## config.mk

```make
export PLATFORM = sky130hd
export DESIGN_NAME = nbit_serial_comparator
export DESIGN_NICKNAME = d
export VERILOG_FILES = /design/src/rtl/nbit_serial_comparator.sv
export SDC_FILE = /design/constraint.sdc
export NUM_CORES = 1
export LEC_CHECK = 0
export ABC_AREA = 1
export ABC_CLOCK_PERIOD_IN_PS = 3460
export CORE_MARGIN = 2
export CORE_UTILIZATION = 55
export CTS_CLUSTER_SIZE = 28
export DETAILED_ROUTE_END_ITERATION = 8
export PLACE_DENSITY = 0.86
export SYNTH_ARGS = -nofsm -noshare
export SYNTH_HDL_FRONTEND = slang
export SYNTH_SLANG_ARGS = --single-unit
```

## constraint.sdc

```tcl
create_clock -name clk -period 3.46 [get_ports clk]
set_input_delay 0.692 -clock clk [delete_from_list [all_inputs] [get_ports clk]]
set_output_delay 0.692 -clock clk [all_outputs]
set_load 0.03 [all_outputs]
```

## src/rtl/nbit_serial_comparator.sv

```systemverilog
// Serial magnitude comparator: compares two WIDTH-bit operands MSB-first,
// DIGIT bits per clock, stopping at the first differing digit. Optional
// two's-complement mode. Results are registered gt/eq/lt with a done pulse.
`timescale 1ns/1ps
module nbit_serial_comparator #(
  parameter int WIDTH = 8,
  parameter int DIGIT = 2
) (
  input  logic             clk,
  input  logic             rst_n,
  input  logic             start,
  input  logic             signed_mode,
  input  logic [WIDTH-1:0] a,
  input  logic [WIDTH-1:0] b,
  output logic             busy,
  output logic             done,
  output logic             gt,
  output logic             eq,
  output logic             lt
);

  localparam int NDIG = WIDTH / DIGIT;
  localparam int CW   = (NDIG > 1) ? $clog2(NDIG) : 1;
  localparam logic [WIDTH-1:0] MSB_BIT = {1'b1, {(WIDTH-1){1'b0}}} >> 0;

  typedef enum logic [1:0] {
    IDLE,
    COMPARE,
    DONE
  } state_t;

  state_t           state;
  logic [WIDTH-1:0] sa;
  logic [WIDTH-1:0] sb;
  logic [CW-1:0]    cnt;
  logic [WIDTH-1:0] msb_mask;
  logic [DIGIT-1:0] da;
  logic [DIGIT-1:0] db;

  // Flipping both sign bits maps two's-complement order onto unsigned order.
  assign msb_mask = signed_mode ? MSB_BIT : '0;
  assign da       = sa[WIDTH-1 -: DIGIT];
  assign db       = sb[WIDTH-1 -: DIGIT];

  // Control FSM with registered handshake and result flags.
  always_ff @(posedge clk or negedge rst_n) begin
    if (!rst_n) begin
      state <= IDLE;
      sa    <= '0;
      sb    <= '0;
      cnt   <= '0;
      busy  <= 1'b0;
      done  <= 1'b0;
      gt    <= 1'b0;
      eq    <= 1'b0;
      lt    <= 1'b0;
    end else begin
      case (state)
        IDLE: begin
          done <= 1'b0;
          if (start) begin
            sa    <= a ^ msb_mask;
            sb    <= b ^ msb_mask;
            cnt   <= CW'(NDIG - 1);
            busy  <= 1'b1;
            state <= COMPARE;
          end
        end
        COMPARE: begin
          if (da != db) begin
            gt    <= (da > db);
            lt    <= (da < db);
            eq    <= 1'b0;
            busy  <= 1'b0;
            done  <= 1'b1;
            state <= DONE;
          end else if (cnt == '0) begin
            gt    <= 1'b0;
            lt    <= 1'b0;
            eq    <= 1'b1;
            busy  <= 1'b0;
            done  <= 1'b1;
            state <= DONE;
          end else begin
            sa  <= sa << DIGIT;
            sb  <= sb << DIGIT;
            cnt <= cnt - CW'(1);
          end
        end
        DONE: begin
          done  <= 1'b0;
          state <= IDLE;
        end
        default: begin
          busy  <= 1'b0;
          done  <= 1'b0;
          state <= IDLE;
        end
      endcase
    end
  end

endmodule

```

# Word-level counts from Yosys, hierarchy flattened
# Index checks and enable logic that the tools add are counted.
[totals] output_inout_bits=5 input_bits=20 word_cells=57 register_bits=25
[classes] n_reduce_logical=8 n_mux=27 eq_ne=7 n_bitwise=3 order_cmp=2 add_sub_neg=1
[op_table] cell="$mux W8" count=7
[op_table] cell="$pmux W8 S2" count=2
[op_table] cell="$xor A8 B8 Y8" count=2
[op_table] cell="$mux W2" count=6
[op_table] cell="$mux W1" count=9
[op_table] cell="$pmux W2 S2" count=2
[op_table] cell="$ne A2 B2 Y1 const B" count=3
[op_table] cell="$logic_not A2 Y1" count=2
[op_table] cell="$reduce_and A2 Y1" count=2
[op_table] cell="$reduce_and A4 Y1" count=1
[op_table] cell="$reduce_bool A2 Y1" count=2
[op_table] cell="$ne A3 B3 Y1 const B" count=1
[op_table] cell="$pmux W1 S3" count=1
[op_table] cell="$reduce_and A3 Y1" count=1
[op_table] cell="$eq A2 B1 Y1 const B" count=1
[op_table] cell="$eq A2 B2 Y1 const B" count=1
[op_table] cell="$gt A2 B2 Y1" count=1
[op_table] cell="$lt A2 B2 Y1" count=1
[op_table] cell="$ne A2 B2 Y1" count=1
[op_table] cell="$sub A2 B1 Y2 const B" count=1
[op_table] cell="$not A1 Y1" count=1

# Depth between registers and ports, before layout
[logic_depth] ltp_word=4 depth_mapped=9 mapped_depth_nobuf=8

# Least setup slack after synthesis
# OpenSTA, ideal clock, no wires.
[synth_path] kind="register to register" start="reg sa[7]" end="reg sa[7]" stages_incl_launch_ff=9 path_slack_ns=2.038 required_time_ns=3.343 t_arrival_ns=1.306 path_cell_list="dfrtp_1 -> ha_1 -> nand2_1 -> nor2_1 -> nand2_2 -> buf_6 -> buf_12 -> nand3_2 -> nand2_1"
[synth_between] elab_chain_len=3
[synth_rtl] item="start: declaration" line_no="33" rtl="logic [WIDTH-1:0] sa;"
[synth_rtl] item="start signal: assignment" line_no="62" rtl="sa <= a ^ msb_mask;"
[synth_rtl] item="start signal: assignment" line_no="85" rtl="sa <= sa << DIGIT;"
[synth_rtl] item="$ne A2 B2 Y1" line_no="70" rtl="if (da != db) begin"
[synth_rtl] item="$ne A2 B2 Y1 (no line)"
[synth_rtl] item="$reduce_and A4 Y1 (no line)"
# No other way between the ends.
# A chain may end at the register's enable or synchronous reset.

# Worst setup path in the final report
[layout_path] start="reg busy" end="out busy"
[layout_lines] item="start: declaration" line_no="15" rtl="output logic busy,"
[layout_lines] item="start signal: assignment" line_no="52" rtl="busy <= 1'b0;"
[layout_lines] item="start signal: assignment" line_no="65" rtl="busy <= 1'b1;"
[layout_lines] item="start signal: assignment" line_no="74" rtl="busy <= 1'b0;"
# No word-level cell between the ends.

==> tab_implementation.tex <==
\begin{tabular}{lr}
\hline
Metric & Value \\
\hline
\multicolumn{2}{l}{\textbf{Clock network}} \\
Root Driver & sky130\_fd\_sc\_hd\_\_clkbuf\_4 \\
Clock network latency to the later pin of the worst-skew pair & 0.33 ns \\
Count of clock tree sinks & 25 \\
Clock tree buffer depth & 2 \\
Num CTS Buffers & 3 \\
Clock H-tree levels & 1 \\
Register clock-pin slew on the reported worst setup and hold paths & 0.14 ns \\
CTS tree & done \\
Hold\_buf cts & 0 \\
Post-CTS Setup Inserts & 0 \\
Quantity of gates resized following cts & 0 \\
\multicolumn{2}{l}{\textbf{Critical path}} \\
Dominant delay contributor by cell family on the critical path & buffers and inverters \\
Count of cells along the worst register-to-register path & 7 \\
Worst path buffer plus inverter count & 1 \\
Nature of the critical path endpoint & output pin \\
CP Launch Type & register \\
Crit path arrival time & 1.39 ns \\
Internal reg-to-reg setup slack & 1.52 ns \\
Data required time at the worst endpoint & 2.77 ns \\
Max stage delay cell, worst path & sky130\_fd\_sc\_hd\_\_clkdlybuf4s50\_1 \\
Biggest cell delay along the critical path & 0.68 ns \\
CP cell instances & clkdlybuf4s50\_1 \\
Crit path depth & 1 \\
Setup CP Type & reg2out \\
Startpoint of the lowest-slack register-to-register path & sa[7]\$\_DFFE\_PN0P\_ \\
Endpoint of the most critical register-to-register path & sa[5]\$\_DFFE\_PN0P\_ \\
Crit Path Max Fanout & 2 \\
\multicolumn{2}{l}{\textbf{Layout}} \\
Antenna fix cells & 0 \\
Utilization after layout & 69.9\% \\
Number of standard cells in the layout, taps in and fillers out & 219 \\
Final Net Count & 215 \\
Fillers & 193 \\
Synth-to-layout area growth & 18.2\% \\
Layout cell share with drive strength beyond 1 & 9.95\% \\
\multicolumn{2}{l}{\textbf{Timing}} \\
Clock period minus final worst setup slack & 2.08 ns \\
RSZ-0062 raised after global routing & no \\
Total count of max-transition violations in the final report & 0 \\
Final critical-path share of the clock period & 60.2\% \\
Final setup TNS & 0 ns \\
Slew margin rel. & 67.8\% \\
Worst Setup Slack, final & 1.38 ns \\
Worst clock skew on the final layout & 0.00931 ns \\
Maximum operating frequency & 480 MHz \\
Hold Vio Cnt, Final & 0 \\
Slew @ Worst Pin & 0.481 ns \\
Final number of setup-violating endpoints & 0 \\
\multicolumn{2}{l}{\textbf{Logic synthesis}} \\
Combined area of all synthesized cells & 1330 sq um \\
Share of the synthesized area in the top cell type & 46.9\% \\
Post-synth ARST share & 100\% \\
Avg Synthesized Cell Area & 7.93 sq um \\
Leading cell types by count after synthesis & sky130\_fd\_sc\_hd\_\_nand2\_1 (86), sky130\_fd\_sc\_hd\_\_dfrtp\_1 (25), sky130\_fd\_sc\_hd\_\_inv\_1 (13), sky130\_fd\_sc\_hd\_\_nand3\_1 (12), sky130\_fd\_sc\_hd\_\_nand3\_2 (10) \\
\#FFs+latches synth & 25 \\
Primary FF master, synth & sky130\_fd\_sc\_hd\_\_dfrtp\_1 \\
Post-Syn Nets & 191 \\
Most frequently used cell type in the post-synthesis netlist & sky130\_fd\_sc\_hd\_\_nand2\_1 \\
Number of warnings printed during yosys synthesis & 0 \\
Synth area leader & sky130\_fd\_sc\_hd\_\_dfrtp\_1 \\
Unique masters post-synth & 17 \\
Portion of the post-synthesis area used by sequential elements & 46.9\% \\
Cells after synthesis & 168 \\
Leading post-synthesis cells by cell area & sky130\_fd\_sc\_hd\_\_dfrtp\_1 (47\%), sky130\_fd\_sc\_hd\_\_nand2\_1 (24\%), sky130\_fd\_sc\_hd\_\_nand3\_2 (7.5\%), sky130\_fd\_sc\_hd\_\_nand3\_1 (4.5\%), sky130\_fd\_sc\_hd\_\_inv\_1 (3.7\%) \\
Number of enable flip-flop cells after synthesis & 0 \\
\multicolumn{2}{l}{\textbf{Placed design}} \\
Routability congestion estimate & 0.783 \\
Port buffer count & 24 \\
Final HPWL from detailed placement & 1850 um \\
Pre-CTS setup slack & 1.44 ns \\
Placed cells & 215 \\
\multicolumn{2}{l}{\textbf{Power}} \\
Areal power density over the cells & 859 nW/um\^{}2 \\
Sum of internal, switching and leakage power & 1.35 mW \\
Worst voltage drop across the vdd grid & 0.000570 V \\
Leakage & 0.862 nW \\
\multicolumn{2}{l}{\textbf{GRT}} \\
Aggregate global routing overflow & 0 \\
Total global-route track usage & 21.6\% \\
Via count of the first global-routing pass & 1074 \\
First-pass GRT wire length & 4420 um \\
Maximum number of pins on one net before global-route repair & 26 \\
Antenna violations before repair & 0 \\
\multicolumn{2}{l}{\textbf{Floorplan}} \\
Number of primary I/O pins & 25 \\
FP Rows & 17 \\
Die width & 53.2 um \\
Die ar. & 2830 sq um \\
Effective utilization at floorplan & 59.1\% \\
Die Ht & 53.2 um \\
Core region area & 2250 sq um \\
\multicolumn{2}{l}{\textbf{Hold path}} \\
Worst Hold Depth & 2 \\
Startpoint of the most critical hold path & gt\$\_DFFE\_PN0P\_ \\
Worst hold path type & reg2reg \\
Endpoint of the worst hold path & gt\$\_DFFE\_PN0P\_ \\
\multicolumn{2}{l}{\textbf{Routing}} \\
Number of vias after detailed routing & 1123 \\
Wire length reported by the detailed router & 2640 um \\
Pre-Repair DR Iteration Count & 4 \\
Number of nets with antenna violations after routing & 0 \\
Number of vias per cell after detailed routing & 5.13 \\
Post-DR wirelength/cell & 12.1 um \\
DRC marker count from the first detailed-route iteration & 8 \\
Post-detailed-route DRC marker count & 0 \\
\multicolumn{2}{l}{\textbf{Run}} \\
MaxCap Viol Count & 0 \\
\multicolumn{2}{l}{\textbf{Status}} \\
Outcome & completed \\
\hline
\end{tabular}
how the worst max path moves through the flow:
stage,startpoint,end,slack [ns]
after floorplan,sa[7]$_DFFE_PN0P_,sa[7]$_DFFE_PN0P_,2.04
after global placement,start,sb[7]$_DFFE_PN0P_,1.49
after detailed placement,start,sa[5]$_DFFE_PN0P_,1.44
after CTS,lt$_DFFE_PN0P_,lt,1.37
after global routing,lt$_DFFE_PN0P_,lt,1.35
final,busy$_DFFE_PN0P_,busy,1.38
final cells by class:
cell class | instances | area, sq um | area share, %
inverter | 14 | 52.6 | 3.34
sequential | 25 | 626 | 39.7
clock buffer | 4 | 26.3 | 1.67
tap | 28 | 35.0 | 2.22
multi-input combinational | 122 | 581 | 36.9
timing repair buffer | 26 | 255 | 16.2
placed cells by master, fill, tap and decap left out:
cell type,instances
sky130_fd_sc_hd__inv_1,13
sky130_fd_sc_hd__or2_1,1
sky130_fd_sc_hd__clkbuf_4,3
sky130_fd_sc_hd__nand3_2,10
sky130_fd_sc_hd__buf_4,2
sky130_fd_sc_hd__nor2_4,1
sky130_fd_sc_hd__dfrtp_1,25
sky130_fd_sc_hd__clkbuf_1,1
sky130_fd_sc_hd__nand2_2,2
sky130_fd_sc_hd__ha_1,3
sky130_fd_sc_hd__nand3_1,12
sky130_fd_sc_hd__nand2_1,86
sky130_fd_sc_hd__a21oi_1,2
sky130_fd_sc_hd__clkdlybuf4s50_1,24
sky130_fd_sc_hd__nor2_1,4
sky130_fd_sc_hd__o21ai_0,1
sky130_fd_sc_hd__inv_2,1
power by group:
part | internal (mW) | switching, mW | leakage, nW | total [mW]
sequential | 0.433 | 0.0863 | 0.311 | 0.519
clock | 0.0452 | 0.0891 | 0.0150 | 0.134
combinational | 0.255 | 0.444 | 0.536 | 0.699
total | 0.733 | 0.619 | 0.862 | 1.35
per-stage QoR:
step | area [sq um] | hold slack [ns]
after floorplan | 1330 | 0.396
after global placement | 1550 | 0.455
after detailed placement | 1550 | 0.462
after CTS | 1580 | 0.495
after global routing | 1580 | 0.531
final | 1580 | 0.490
flip-flops by register name (all words and copies together), names as in the netlist:
signal and flops:
sa 8, state 2, cnt 2, lt 1, sb 8, done 1
eq 1, busy 1, gt 1
kinds of logic after synthesis:
family | after synthesis | synth area share (%)
and+or+nand+nor | 116 | 39.6
AOI/OAI and AO/OA | 3 | 1.13
DFF | 25 | 46.9
buffers and inverters | 21 | 9.48
adders and majority gates | 3 | 2.82
layer usage:
layer	part of all wire [%]	global-route usage (%)	up-vias
li1	-	-	556
met1	43	25.6	538
met2	51	37.2	25
met3	5.3	2.82	4
met4	1.3	11.5	0
met5	0	0	-
Note: power is estimated with default switching activity, not from simulation.
